**src/rtl/wrr_sched_pkg.sv**
```systemverilog
// -----------------------------------------------------------------------------
// wrr_sched_pkg
// Shared definitions for the weighted round-robin packet scheduler:
//   - default queue count and field widths used as parameter defaults
//   - FSM state encoding used by wrr_sched
// No ports (package).
// -----------------------------------------------------------------------------
package wrr_sched_pkg;

    localparam int WRR_NUM_Q        = 8;
    localparam int WRR_PRIORITY_BIT = 3;
    localparam int WRR_WEIGHT_BIT   = 4;
    localparam int WRR_DEF_WEIGHT   = 1;

    typedef enum logic [1:0] {
        IDLE      = 2'd0,
        ARB       = 2'd1,
        GRANT     = 2'd2,
        WAIT_DONE = 2'd3
    } state_t;

endpackage

```
**src/rtl/wrr_sched_pick.sv**
```systemverilog
// -----------------------------------------------------------------------------
// wrr_pick
// Combinational rotating find-first: returns the first set bit of 'eligible'
// found by searching upward from 'ptr', wrapping from NUM_Q-1 back to 0.
// Ports:
//   eligible  in   NUM_Q         candidate queues
//   ptr       in   PRIORITY_BIT  search start position
//   hit       out  1             at least one candidate found
//   qid       out  PRIORITY_BIT  winning queue id (0 when no hit)
// -----------------------------------------------------------------------------
module wrr_pick
    import wrr_sched_pkg::*;
#(
    parameter int NUM_Q        = WRR_NUM_Q,
    parameter int PRIORITY_BIT = WRR_PRIORITY_BIT
) (
    input  logic [NUM_Q-1:0]        eligible,
    input  logic [PRIORITY_BIT-1:0] ptr,
    output logic                    hit,
    output logic [PRIORITY_BIT-1:0] qid
);

    logic [PRIORITY_BIT-1:0] idx;

    always_comb begin
        hit = 1'b0;
        qid = '0;
        idx = '0;
        for (int k = 0; k < NUM_Q; k++) begin
            // NUM_Q is a power of two, so the adder wraps for free
            idx = ptr + PRIORITY_BIT'(k);
            if (!hit && eligible[idx]) begin
                hit = 1'b1;
                qid = idx;
            end
        end
    end

endmodule

```
**src/rtl/wrr_sched.sv**
```systemverilog
// -----------------------------------------------------------------------------
// wrr_sched
// Weighted round-robin packet scheduler for NUM_Q priority queues. Issues one
// grant per packet, waits for pkt_done, then arbitrates again. Each queue
// spends one credit per granted packet; when no queue with data has credit
// left, all credits are reloaded from the run-time configurable weights.
//
// Optional feature: define WRR_STRICT_TOP_EN to make queue NUM_Q-1 strict
// priority (it wins whenever it has data and a non-zero weight, and never
// touches credits or the round-robin pointer).
//
// Ports:
//   clk, rst     clock, asynchronous active-high reset
//   q_nempty     per-queue "holds a complete packet" flags
//   cfg_we       weight write strobe, cfg_qid/cfg_weight select queue/value
//   grant_vld    grant offered, grant_qid = granted queue
//   grant_rdy    sink accepts the grant (accept = grant_vld & grant_rdy)
//   pkt_done     one-cycle pulse: granted packet fully sent
//   busy         scheduler not idle
// -----------------------------------------------------------------------------
module wrr_sched
    import wrr_sched_pkg::*;
#(
    parameter int NUM_Q        = WRR_NUM_Q,
    parameter int PRIORITY_BIT = WRR_PRIORITY_BIT,
    parameter int WEIGHT_BIT   = WRR_WEIGHT_BIT,
    parameter int DEF_WEIGHT   = WRR_DEF_WEIGHT
) (
    input  logic                    clk,
    input  logic                    rst,
    input  logic [NUM_Q-1:0]        q_nempty,
    input  logic                    cfg_we,
    input  logic [PRIORITY_BIT-1:0] cfg_qid,
    input  logic [WEIGHT_BIT-1:0]   cfg_weight,
    output logic                    grant_vld,
    output logic [PRIORITY_BIT-1:0] grant_qid,
    input  logic                    grant_rdy,
    input  logic                    pkt_done,
    output logic                    busy
);

`ifdef WRR_STRICT_TOP_EN
    localparam bit STRICT_TOP = 1'b1;
`else
    localparam bit STRICT_TOP = 1'b0;
`endif

    localparam logic [PRIORITY_BIT-1:0] TOP_ID   = PRIORITY_BIT'(NUM_Q - 1);
    localparam logic [NUM_Q-1:0]        TOP_MASK = {1'b1, {(NUM_Q-1){1'b0}}};
    localparam logic [WEIGHT_BIT-1:0]   W_DEF    = WEIGHT_BIT'(DEF_WEIGHT);
    localparam logic [WEIGHT_BIT-1:0]   W_ONE    = WEIGHT_BIT'(1);

    state_t                  state;
    logic [WEIGHT_BIT-1:0]   weight [NUM_Q];
    logic [WEIGHT_BIT-1:0]   credit [NUM_Q];
    logic [PRIORITY_BIT-1:0] ptr;

    logic [NUM_Q-1:0]        live;
    logic [NUM_Q-1:0]        eligible;
    logic [NUM_Q-1:0]        wrr_live;
    logic [NUM_Q-1:0]        wrr_elig;
    logic                    pick_hit;
    logic [PRIORITY_BIT-1:0] pick_qid;
    logic                    top_strict_win;
    logic                    grant_is_top;

    always_comb begin
        live     = '0;
        eligible = '0;
        for (int i = 0; i < NUM_Q; i++) begin
            live[i]     = q_nempty[i] && (weight[i] != '0);
            eligible[i] = live[i] && (credit[i] != '0);
        end
    end

    // With strict top enabled, the top queue takes no part in WRR picking
    // or in deciding whether a reload is due.
    assign wrr_live       = STRICT_TOP ? (live & ~TOP_MASK)     : live;
    assign wrr_elig       = STRICT_TOP ? (eligible & ~TOP_MASK) : eligible;
    assign top_strict_win = STRICT_TOP && live[NUM_Q-1];
    assign grant_is_top   = STRICT_TOP && (grant_qid == TOP_ID);
    assign busy           = (state != IDLE);

    wrr_pick #(
        .NUM_Q        (NUM_Q),
        .PRIORITY_BIT (PRIORITY_BIT)
    ) u_pick (
        .eligible (wrr_elig),
        .ptr      (ptr),
        .hit      (pick_hit),
        .qid      (pick_qid)
    );

    always_ff @(posedge clk or posedge rst) begin
        if (rst) begin
            state     <= IDLE;
            grant_vld <= 1'b0;
            grant_qid <= '0;
            ptr       <= '0;
            for (int i = 0; i < NUM_Q; i++) begin
                weight[i] <= W_DEF;
                credit[i] <= W_DEF;
            end
        end else begin
            if (cfg_we)
                weight[cfg_qid] <= cfg_weight;

            case (state)
                IDLE: begin
                    if (|live)
                        state <= ARB;
                end
                ARB: begin
                    if (top_strict_win) begin
                        grant_qid <= TOP_ID;
                        grant_vld <= 1'b1;
                        state     <= GRANT;
                    end else if (pick_hit) begin
                        grant_qid <= pick_qid;
                        grant_vld <= 1'b1;
                        state     <= GRANT;
                    end else if (|wrr_live) begin
                        // Round reload; a weight written this same cycle is
                        // taken directly so the new round already uses it.
                        for (int i = 0; i < NUM_Q; i++) begin
                            if (!(STRICT_TOP && (i == NUM_Q - 1))) begin
                                if (cfg_we && (cfg_qid == PRIORITY_BIT'(i)))
                                    credit[i] <= cfg_weight;
                                else
                                    credit[i] <= weight[i];
                            end
                        end
                    end else begin
                        state <= IDLE;
                    end
                end
                GRANT: begin
                    if (grant_rdy) begin
                        grant_vld <= 1'b0;
                        state     <= WAIT_DONE;
                        if (!grant_is_top) begin
                            credit[grant_qid] <= credit[grant_qid] - W_ONE;
                            // Last credit spent: move on to the next queue,
                            // otherwise stay so the queue keeps its turn.
                            if (credit[grant_qid] == W_ONE)
                                ptr <= grant_qid + PRIORITY_BIT'(1);
                            else
                                ptr <= grant_qid;
                        end
                    end
                end
                WAIT_DONE: begin
                    // Pass straight through IDLE when work is pending so a
                    // back-to-back grant follows pkt_done by two cycles.
                    if (pkt_done)
                        state <= (|live) ? ARB : IDLE;
                end
                default: state <= IDLE;
            endcase
        end
    end

endmodule

```
**config.mk**
```make
export PLATFORM = sky130hd
export DESIGN_NAME = wrr_sched
export DESIGN_NICKNAME = d
export VERILOG_FILES = /design/src/rtl/wrr_sched_pkg.sv /design/src/rtl/wrr_sched_pick.sv /design/src/rtl/wrr_sched.sv
export SDC_FILE = /design/constraint.sdc
export NUM_CORES = 1
export LEC_CHECK = 0
export BUFFER_PORTS_ARGS = -buffer_cell sky130_fd_sc_hd__buf_2
export CORE_ASPECT_RATIO = 1.2
export CORE_MARGIN = 2
export CORE_UTILIZATION = 50
export CTS_BUF_LIST = sky130_fd_sc_hd__clkbuf_4 sky130_fd_sc_hd__clkbuf_8
export DETAILED_ROUTE_END_ITERATION = 7
export PLACE_DENSITY_LB_ADDON = 0.15
export SLEW_MARGIN = 40
export SYNTH_ARGS = -nofsm -noshare
export SYNTH_HDL_FRONTEND = slang
export SYNTH_SLANG_ARGS = --single-unit
```
**constraint.sdc**
```tcl
create_clock -name clk -period 4 [get_ports clk]
set_input_delay 1.2 -clock clk [delete_from_list [all_inputs] [get_ports clk]]
set_output_delay 1.2 -clock clk [all_outputs]
set_load 0.1 [all_outputs]
```
Word-level counts from Yosys, hierarchy flattened
Index checks and enable logic that the tools add are counted.
{ "classes": {"add_sub_neg": 9, "n_lt_le_gt_ge": 12, "n_eq_ne": 18, "n_mux": 64, "n_bitwise": 2, "n_reduce_logical": 66} }
{ "ops": {"columns": ["operator", "count"], "rows": [
  ["32-bit 2-to-1 mux", 3],
  ["32-bit bitwise mux", 2],
  ["32-bit one-hot mux with 2 select lines", 1],
  ["4-bit nonzero test", 16],
  ["4-bit 2-to-1 mux", 12],
  ["1-bit logical AND", 33],
  ["3-bit by 4-bit less-than comparator with 1-bit output (second input constant)", 8],
  ["3-bit 2-to-1 mux", 9],
  ["1-bit binary-select mux with 3-bit select", 8],
  ["4-bit demux with 3-bit select", 2],
  ["1-bit 2-to-1 mux", 19],
  ["3-bit adder (second input constant)", 4],
  ["4-bit binary-select mux with 3-bit select", 1],
  ["3-bit == test (second input constant)", 4],
  ["2-bit != test (second input constant)", 6],
  ["2-bit 2-to-1 mux", 5],
  ["4-bit >= comparator (second input constant)", 2],
  ["4-bit by 1-bit less-than comparator with 1-bit output (second input constant)", 2],
  ["3-bit inverter with 4-bit output", 2],
  ["2-bit one-hot mux with 4 select lines", 1],
  ["4-bit AND reduction", 2],
  ["8-bit OR reduction", 1],
  ["1-bit logical NOT", 7],
  ["3-bit by 1-bit adder with 3-bit output (second input constant)", 2],
  ["other kinds (14)", 19]
]} }
{ "word_totals": {"reg_bits": 73, "elab_cells": 191} }

Depth between registers and ports, before layout
Gate-level depths: netlist of run 1.
{ "depth": {"ltp_word": 29, "depth_mapped": 14, "mapped_depth_nobuf": 10} }

Hierarchy
From an unflattened synthesis of run 1, not the netlist that was laid out.
{ "hier_totals": {"cells_unflattened": 452, "area_unflattened_um2": 4852.2} }
{ "modules_own_cells": {"columns": ["mod", "n_inst", "cells_each", "area_per_inst_um2"], "rows": [
  ["wrr_sched", 1, 331, 3771.1],
  ["wrr_pick", 1, 121, 1081.0]
]} }

Worst setup path after synthesis of run 1
No wires, ideal clock.
{ "synth_timing": {"path_kind": "in2reg", "from": "input port q_nempty[3]", "to": "register credit[14] in the netlist's numbering", "setup_time_ns": 0.121, "arrival_time_ns": 3.580, "setup_slack_ns": 0.299, "stages": 10, "cell_sequence": "o41ai_2 o32ai_1 mux4_2 or4_4 a211oi_4 a21o_1 buf_4 buf_6 o21ai_2 a22o_1"} }
{ "synth_between": {"elab_chain_len": 28} }
{ "synth_rtl": {"columns": ["item", "line_no", "source"], "rows": [
  ["from (decl)", "wrr_sched.sv:31", "input logic [NUM_Q-1:0] q_nempty,"],
  ["1-bit logical AND (*)", "wrr_sched.sv:71", "live[i] = q_nempty[i] && (weight[i] != '0);"],
  ["1-bit logical AND", "wrr_sched.sv:72", "eligible[i] = live[i] && (credit[i] != '0);"],
  ["1-bit binary-select mux with 3-bit select", "wrr_sched_pick.sv:32", "if (!hit && eligible[idx]) begin"],
  ["1-bit 2-to-1 mux (implied by the code)", "wrr_sched_pick.sv:32", null],
  ["1-bit 2-to-1 mux", "wrr_sched_pick.sv:32", null],
  ["1-bit logical NOT", "wrr_sched_pick.sv:32", null],
  ["1-bit logical AND", "wrr_sched_pick.sv:32", null],
  ["1-bit 2-to-1 mux", "wrr_sched_pick.sv:32", null],
  ["(+12 left out)", null, null],
  ["1-bit logical NOT", "wrr_sched_pick.sv:32", null],
  ["1-bit logical AND", "wrr_sched_pick.sv:32", null],
  ["1-bit 2-to-1 mux", "wrr_sched_pick.sv:32", null],
  ["1-bit logical NOT", "wrr_sched_pick.sv:32", null],
  ["1-bit logical AND", "wrr_sched_pick.sv:32", null],
  ["1-bit 2-to-1 mux", "wrr_sched_pick.sv:32", null],
  ["2-bit != test (no line)", null, null],
  ["4-bit AND reduction (no line) (*)", null, null],
  ["to (signal, indexed assignment)", "wrr_sched.sv:128", "credit[i] <= cfg_weight;"],
  ["to (signal, indexed assignment)", "wrr_sched.sv:130", "credit[i] <= weight[i];"],
  ["to (signal, indexed assignment)", "wrr_sched.sv:142", "credit[grant_qid] <= credit[grant_qid] - W_ONE;"],
  ["to (decl)", "wrr_sched.sv:55", "logic [WEIGHT_BIT-1:0] credit [NUM_Q];"]
]} }
Every way passes the cells marked *; elsewhere a longest branch is shown, timed or not. The select of a mux whose other input is x is not followed.
A chain may end at the register's enable or synchronous reset.

Final worst setup path of run 1
{ "layout_timing": {"from": "register weight[17] in the netlist's numbering", "to": "register credit[14] in the netlist's numbering"} }
{ "layout_between": {"elab_chain_len": 29} }
{ "layout_rtl": {"columns": ["item", "line_no", "source"], "rows": [
  ["from (decl)", "wrr_sched.sv:54", "logic [WEIGHT_BIT-1:0] weight [NUM_Q];"],
  ["from (signal, indexed assignment)", "wrr_sched.sv:106", "weight[cfg_qid] <= cfg_weight;"],
  ["4-bit nonzero test (*)", "wrr_sched.sv:71", null],
  ["1-bit logical AND (*)", "wrr_sched.sv:71", null],
  ["1-bit logical AND", "wrr_sched.sv:72", null],
  ["1-bit binary-select mux with 3-bit select", "wrr_sched_pick.sv:32", null],
  ["1-bit 2-to-1 mux (implied by the code)", "wrr_sched_pick.sv:32", null],
  ["1-bit 2-to-1 mux", "wrr_sched_pick.sv:32", null],
  ["1-bit logical NOT", "wrr_sched_pick.sv:32", null],
  ["1-bit logical AND", "wrr_sched_pick.sv:32", null],
  ["(+13 left out)", null, null],
  ["1-bit logical NOT", "wrr_sched_pick.sv:32", null],
  ["1-bit logical AND", "wrr_sched_pick.sv:32", null],
  ["1-bit 2-to-1 mux", "wrr_sched_pick.sv:32", null],
  ["1-bit logical NOT", "wrr_sched_pick.sv:32", null],
  ["1-bit logical AND", "wrr_sched_pick.sv:32", null],
  ["1-bit 2-to-1 mux", "wrr_sched_pick.sv:32", null],
  ["2-bit != test (no line)", null, null],
  ["4-bit AND reduction (no line) (*)", null, null]
]} }
Marks and branches as above.

==> metrics, run 1 <==
cell count after synthesis 501; fin util 0.575; DRC viols 0; Worst-Skew Late Latency 0.36 ns; Max Slew Vio Count 0; highest-count cells in the layout ignoring fill and taps dfrtp_1 (57), nand2_1 (40), mux2_2 (34); Post-Synth Adder-Cell Area 0.0128; DRT antenna net count 0; Critical R2R Capture credit[14]$_DFFE_PP0P_; static leakage 0.00218 uW; reg-to-reg slack, setup 0.39 ns; hold_buf cts 0; GRT Util Overall 0.289; largest fanout on the critical path 8; Post-CTS Resized 0; clock sink count 73; Cell Area, Synth 0.00488 mm^2; Chip Width 94.2 um; Max Cap Violations 0; nets@finish 565; compound-gate portion of the synthesized area 0.271; post-DP HPWL 10900 um; post-synthesis sequential area ratio 0.378; Synth area leaders dfrtp_1 (29%), dfstp_2 (8.6%), mux2_2 (7.8%), a22o_1 (3.4%), nand2_1 (3.1%); share of layout cells above drive strength 1 0.275; Tmin final 3.61 ns; # setup viols final 0; port bufs 24; Synth Net Count 526; top-area cell type share of the netlist area 0.292; I/O pin count 25; Post-CTS Setup Bufs 0; post-synthesis register bit count 73; Post-synth EDFFs 0; vias in the first global route 4418; CP Launch Type flip-flop; Routed WL per cell 21.8 um; Fin. Hold Viols 0; CTS clock-pin slew for the worst setup and hold paths 0.08 ns; proportion of synthesized area in mux cells 0.121; FP Rows 39; worst hold stages 1; Post-Synth XOR/XNOR Area 0.0108; H-tree lvl count 3; die height 112 um; number of buffers created by CTS 9; Initial Util 0.513; Critical Path End Type flip-flop; largest net degree at the start of global routing 40; commonest non-fill, non-tap cell in the layout dfrtp_1; die area 0.0106 mm^2; DR vias 4439; CP arrival 3.86 ns; Root Buffer clkbuf_8; Fin Setup TNS 0 ns; Reg-to-Reg Start weight[17]$_DFFE_PP0P_; run status finished, final reports clean; worst slew pin tran 0.904 ns; RSZ-0062 raised after global routing no; DR iter-0 viols 390; largest family of logic cells by synthesized area compound AO/OA/AOI/OAI gates; ant diodes 0; Pwr Total 5020 uW; post-synthesis simple-gate area fraction 0.170; HP Class reg2reg; Worst VDD drop 0.591 mV; Most used DFF post-synth dfrtp_1; hold endpoint grant_vld$_DFFE_PP0P_; max_slew headroom 0.396; vias per inst 6.65; Hold Startpoint grant_vld$_DFFE_PP0P_; CTS tree built; r2r worst-path depth 9; Final Wtd Congestion 0.935; mean post-synth cell area 9.74 um^2; fmax 277 MHz; Yosys Warn Count 0; initial antenna violation count 0; CP required 4.25 ns; Synth cell types 61; total grt overflow 0; asr flop ratio synth 1.00; Layout Cells excl Fill 668; final period utilization 0.901; PD cells 918 mW/mm^2; cell taking the most area after synthesis dfrtp_1; Max Root-Sink Buffers 2; DR pass1 iterations 5; Worst Path Class, Setup reg2reg; Area growth, synth to finish 12.1%; Setup Skew 0.0103 ns; global-route wire length before repair 23500 um; floorplan core area 0.00952 mm^2; dpl cells 652; final wirelength 14600 um
## state kept, by name, indices dropped and copies added (netlist names), named ones only
signal	count
ptr	3
grant_vld	1
weight	32
credit	32
state	1
grant_qid	3
## worst max-delay path by stage
stage / end / slack (ns) / cells past startpoint / start
floorplan: credit[14]$_DFFE_PP0P_ / 0.30 / 10 / q_nempty[3]
global placement: credit[15]$_DFFE_PP0P_ / 0.12 / 10 / q_nempty[3]
detailed placement: credit[14]$_DFFE_PP0P_ / 0.04 / 10 / q_nempty[3]
CTS: credit[14]$_DFFE_PP0P_ / 0.42 / 10 / q_nempty[3]
global route: credit[15]$_DFFE_PP0P_ / 0.20 / 9 / weight[17]$_DFFE_PP0P_
finish: credit[14]$_DFFE_PP0P_ / 0.39 / 9 / weight[17]$_DFFE_PP0P_
## layout make-up
type | count | area [um^2]
Inverter | 17 | 63.8
Clock buffer | 14 | 174
Timing Repair Buffer | 54 | 358
Clock inverter | 2 | 15.0
Sequential cell | 73 | 1850
Tap cell | 123 | 154
Multi-Input combinational cell | 385 | 2860
Fill cell | 872 | 4050
## per-stage QoR
step / hold WS (ns) / setup slack, ns / cell area [um^2]
6_report: 0.487 / 0.394 / 5470
5_1_grt: 0.512 / 0.200 / 5470
4_1_cts: 0.503 / 0.423 / 5470
3_5_place_dp: 0.485 / 0.0361 / 5280
3_3_place_gp: 0.472 / 0.119 / 5280
2_1_floorplan: 0.500 / 0.299 / 4880
## worst max-delay path, cell delays in order, from the launching register on
cell	delay, ns
dfrtp_1	0.39
o41ai_2	0.68
o32ai_1	0.28
mux4_2	0.55
or4_4	0.52
a211oi_4	0.23
a21o_1	0.31
buf_4	0.23
o21ai_2	0.08
a22o_1	0.24
## logic make-up after synthesis
group | after synthesis
buffers and inverters | 43
xor gates and xnor gates | 6
AOI/OAI and AO/OA | 171
adders and majority gates | 5
muxes | 47
and+or+nand+nor | 156
DFF | 73
## where the power goes
part / internal, uW / leakage [uW] / switching, uW
logic: 1240 / 0.00123 / 1800
registers: 1060 / 0.000856 / 368
clock network: 280 / 0.0000932 / 274
total: 2580 / 0.00218 / 2440
## synthesized netlist by cell type (3+ instances only)
cell      count
o22ai_1      12
o21ai_0      29
o211ai_1     11
nor2b_1       3
and3b_1       3
inv_1        16
a221oi_1      3
dfstp_2      16
nand3_1      10
nor3b_1       5
xor2_1        3
or3_1         4
mux2_2       34
o21ai_1       3
dfrtp_1      57
o41ai_2       7
a21oi_1      18
nand2_1      40
mux2i_1       7
a31oi_1       4
and3_1        4
o41ai_1       9
o32ai_1       7
nor2_1       23
a21o_1        5
nor4_1        9
a211oi_1      4
and2_1        4
o32a_1        8
mux4_2        6
ha_1          5
nand4b_1      3
a22oi_1      18
nor3_1       20
a22o_1       19
or2_2         8
xnor2_1       3
nand2b_1      8
clkbuf_1     20
nand4_1       4
## layer usage
layer / track usage / wire, um / vias up
li1: - / - / 2052
met1: 0.372 / 6180 / 2159
met2: 0.464 / 6990 / 181
met3: 0.0591 / 802 / 47
met4: 0.137 / 581 / 0
met5: 0 / 0 / -
(Power assumes the default switching activity.)
==> run 2, diff against run 1 <==
--- a/config.mk
+++ b/config.mk
@@ -5,6 +5,7 @@
 export SDC_FILE = /design/constraint.sdc
 export NUM_CORES = 1
 export LEC_CHECK = 0
+export ABC_AREA = 1
 export BUFFER_PORTS_ARGS = -buffer_cell sky130_fd_sc_hd__buf_2
 export CORE_ASPECT_RATIO = 1.2
 export CORE_MARGIN = 2
==> run 2 against run 1 <==
Effect of this change: global-route usage increased by 0.59 points; hold slack worse by 0.0091 ns; sequential share of layout area up 1.7 points; design area fell by 4.7%; combinational power down 2%; die area shrank 0.69%; routed wire length fell by 0.37%; sequential power fell by 11%.
==> metrics, run 2 <==
highest-count cells in the layout ignoring fill and taps nand2_1 (254), nand3_1 (105), nor2_1 (62) (was dfrtp_1 (57), nand2_1 (40), mux2_2 (34)); H-tree lvl count 3 (unchanged); CP Launch Type flip-flop (unchanged); die height 112 um (about the same); GRT Util Overall 0.295 (was 0.289); floorplan core area 0.00947 mm^2 (was 0.00952 mm^2); number of buffers created by CTS 9 (unchanged); reg-to-reg slack, setup 0.84 ns (was 0.39 ns); Reg-to-Reg Start grant_qid[0]$_DFFE_PP0P_ (was weight[17]$_DFFE_PP0P_); Hold Startpoint credit[24]$_DFFE_PP1P_ (was grant_vld$_DFFE_PP0P_); commonest non-fill, non-tap cell in the layout nand2_1 (was dfrtp_1); DRC viols 0 (unchanged); total grt overflow 0 (unchanged); largest fanout on the critical path 15 (was 8); Fin. Hold Viols 0 (unchanged); worst hold stages 2 (was 1); share of layout cells above drive strength 1 0.122 (was 0.275); hold_buf cts 0 (unchanged); Max Cap Violations 0 (unchanged); CP arrival 3.41 ns (was 3.86 ns); global-route wire length before repair 23600 um (was 23500 um); Worst-Skew Late Latency 0.36 ns (about the same); CP max stage cell dfrtp_1 (was o41ai_2); largest net degree at the start of global routing 74 (was 40); RSZ-0062 raised after global routing no (unchanged); post-synthesis simple-gate area fraction 0.438 (was 0.170); CTS clock-pin slew for the worst setup and hold paths 0.07 ns (was 0.08 ns); Max Slew Vio Count 0 (unchanged); Chip Width 93.9 um (was 94.2 um); Routed WL per cell 16.9 um (was 21.8 um); final period utilization 0.791 (was 0.901); I/O pin count 25 (unchanged); worst slew pin tran 0.748 ns (was 0.904 ns); Fin Setup TNS 0 ns (unchanged); Worst VDD drop 0.323 mV (was 0.591 mV); Root Buffer clkbuf_8 (unchanged); asr flop ratio synth 1.00 (unchanged); final wirelength 14500 um (was 14600 um); # setup viols final 0 (unchanged); fmax 316 MHz (was 277 MHz); Tmin final 3.16 ns (was 3.61 ns); vias per inst 5.65 (was 6.65); CP required 4.25 ns (about the same); static leakage 0.00267 uW (was 0.00218 uW); Worst Path Class, Setup reg2reg (unchanged); ant diodes 0 (unchanged); HP Class reg2reg (unchanged); DR iter-0 viols 361 (was 390); run status finished, final reports clean (unchanged); mean post-synth cell area 6.81 um^2 (was 9.74 um^2); PD cells 915 mW/mm^2 (was 918 mW/mm^2); DR vias 4857 (was 4439); slowest stage delay, CP 0.67 ns (was 0.68 ns); Post-Synth Adder-Cell Area 0.0129 (was 0.0128); proportion of synthesized area in mux cells 0.00465 (was 0.121); final setup margin 0.837 ns (was 0.394 ns); pre-CTS setup slack 0.791 ns (was 0.0361 ns); synth cell count leaders nand2_1 (254), nand3_1 (105), nor2_1 (62) (was dfrtp_1 (57), nand2_1 (40), mux2_2 (34)); fin util 0.550 (was 0.575); die area 0.0105 mm^2 (was 0.0106 mm^2); Largest regs credit x32, weight x32 (unchanged); vias in the first global route 4712 (was 4418); Max Root-Sink Buffers 2 (unchanged); Most used DFF post-synth dfrtp_1 (unchanged); FP Rows 39 (unchanged); Initial Util 0.512 (was 0.513); critical path, cell by cell inv_1 -> nor3_1 -> nand2_1 -> o21ai_0 -> a221oi_1 -> nand2_1 -> inv_1 -> ha_1 -> xnor2_1 -> o21ai_0 -> nand3_1 -> nand2_1 (was o41ai_2 -> o32ai_1 -> mux4_2 -> or4_4 -> a211oi_4 -> a21o_1 -> buf_4 -> o21ai_2 -> a22o_1); cell count after synthesis 711 (was 501); Area growth, synth to finish 7.57% (was 12.1%); post-synthesis sequential area ratio 0.381 (was 0.378); Critical Path End Type flip-flop (unchanged); Setup Skew 0.00762 ns (was 0.0103 ns); hold endpoint credit[24]$_DFFE_PP1P_ (was grant_vld$_DFFE_PP0P_); initial antenna violation count 0 (unchanged); CTS tree built (unchanged); Yosys Warn Count 0 (unchanged); cell taking the most area after synthesis dfrtp_1 (unchanged); largest family of logic cells by synthesized area simple AND/OR/NAND/NOR gates (was compound AO/OA/AOI/OAI gates); Post-CTS Setup Bufs 0 (unchanged); max_slew headroom 0.498 (was 0.396); compound-gate portion of the synthesized area 0.0811 (was 0.271); hold slack 0.478 ns (was 0.487 ns); Synth Net Count 736 (was 526); Synth cell types 37 (was 61); DRT antenna net count 0 (unchanged); Synth area leaders dfrtp_1 (29%), nand2_1 (20%), nand3_1 (11%), dfstp_2 (8.7%), nor2_1 (4.8%) (was dfrtp_1 (29%), dfstp_2 (8.6%), mux2_2 (7.8%), a22o_1 (3.4%), nand2_1 (3.1%)); Pwr Total 4770 uW (was 5020 uW); post-synthesis register bit count 73 (unchanged); most common cell in the netlist nand2_1 (was dfrtp_1); Post-synth EDFFs 0 (unchanged); nets@finish 757 (was 565); post-DP HPWL 11000 um (was 10900 um); DR pass1 iterations 6 (was 5); Post-CTS Resized 0 (unchanged); Critical R2R Capture credit[30]$_DFFE_PP0P_ (was credit[14]$_DFFE_PP0P_); r2r worst-path depth 12 (was 9); Post-Synth XOR/XNOR Area 0.0106 (was 0.0108); most used cell, CP nand2_1; Final Wtd Congestion 0.968 (was 0.935); port bufs 24 (unchanged); Cell Area, Synth 0.00484 mm^2 (was 0.00488 mm^2); top-area cell type share of the netlist area 0.294 (was 0.292); clock sink count 73 (unchanged)
## run 2: cell types whose count changed in the layout (fill, tap and decap cells not counted), sizes merged, moves of 12 or more
cell	change
a22o	-18
a22oi	-17
buf	-26
inv	+47
mux2	-32
nand2	+224
nand3	+98
nand4	+21
nor2	+41
nor3	-14
o21ai	+19
o22ai	-12
o41ai	-17
## run 2: stage by stage
stage	cells	instance area [um^2]
after CTS	860	5210
after global placement	844	5040
after detailed placement	844	5040
after global routing	860	5210
final	860	5210
after floorplan	711	4840
## run 2: routing by layer
layer / track usage / vias up / routed length, um
li1: - / 2376 / -
met1: 0.348 / 2253 / 5750
met2: 0.507 / 174 / 7260
met3: 0.0460 / 54 / 674
met4: 0.162 / 0 / 826
met5: 0 / - / 0
## run 2: layout make-up
class,count,area (um^2)
multi-input combinational,557,2650
sequential,73,1850
tap,123,154
clock inverter,3,17.5
fill,954,4260
clock buffer,13,154
timing repair buffer,28,154
inverter,63,236
## run 2: how the worst max path moves through the flow
stage,startpoint,to,depth (start not counted)
2_1_floorplan,rst,asynchronous set/reset pin,1
3_3_place_gp,q_nempty[4],credit[15]$_DFFE_PP0P_,13
3_5_place_dp,q_nempty[4],credit[6]$_DFFE_PP0P_,13
4_1_cts,grant_qid[0]$_DFFE_PP0P_,credit[30]$_DFFE_PP0P_,12
5_1_grt,grant_qid[0]$_DFFE_PP0P_,credit[30]$_DFFE_PP0P_,12
6_report,grant_qid[0]$_DFFE_PP0P_,credit[30]$_DFFE_PP0P_,12
## run 2: kinds of logic after synthesis
group                      count (synthesis)
muxes                                      2
DFF                                       73
and+or+nand+nor                          472
AOI/OAI and AO/OA                         73
buffers and inverters                     81
adders and majority gates                  5
xor gates and xnor gates                   5
## run 2: worst max-delay path, delay by kind of cell, from the launching register on
kind / cells / cell delay, ns
and+or+nand+nor: 5 / 0.80
xor gates and xnor gates: 1 / 0.61
DFF: 1 / 0.67
AOI/OAI and AO/OA: 3 / 0.42
buffers and inverters: 2 / 0.35
adders and majority gates: 1 / 0.21
## run 2: power breakdown
| group | leakage (uW) | switching (uW) | internal (uW) |
|---|---|---|---|
| Clock | 0.0000911 | 271 | 251 |
| Combinational | 0.00171 | 2160 | 819 |
| Sequential | 0.000877 | 252 | 1010 |
| Total | 0.00267 | 2690 | 2080 |
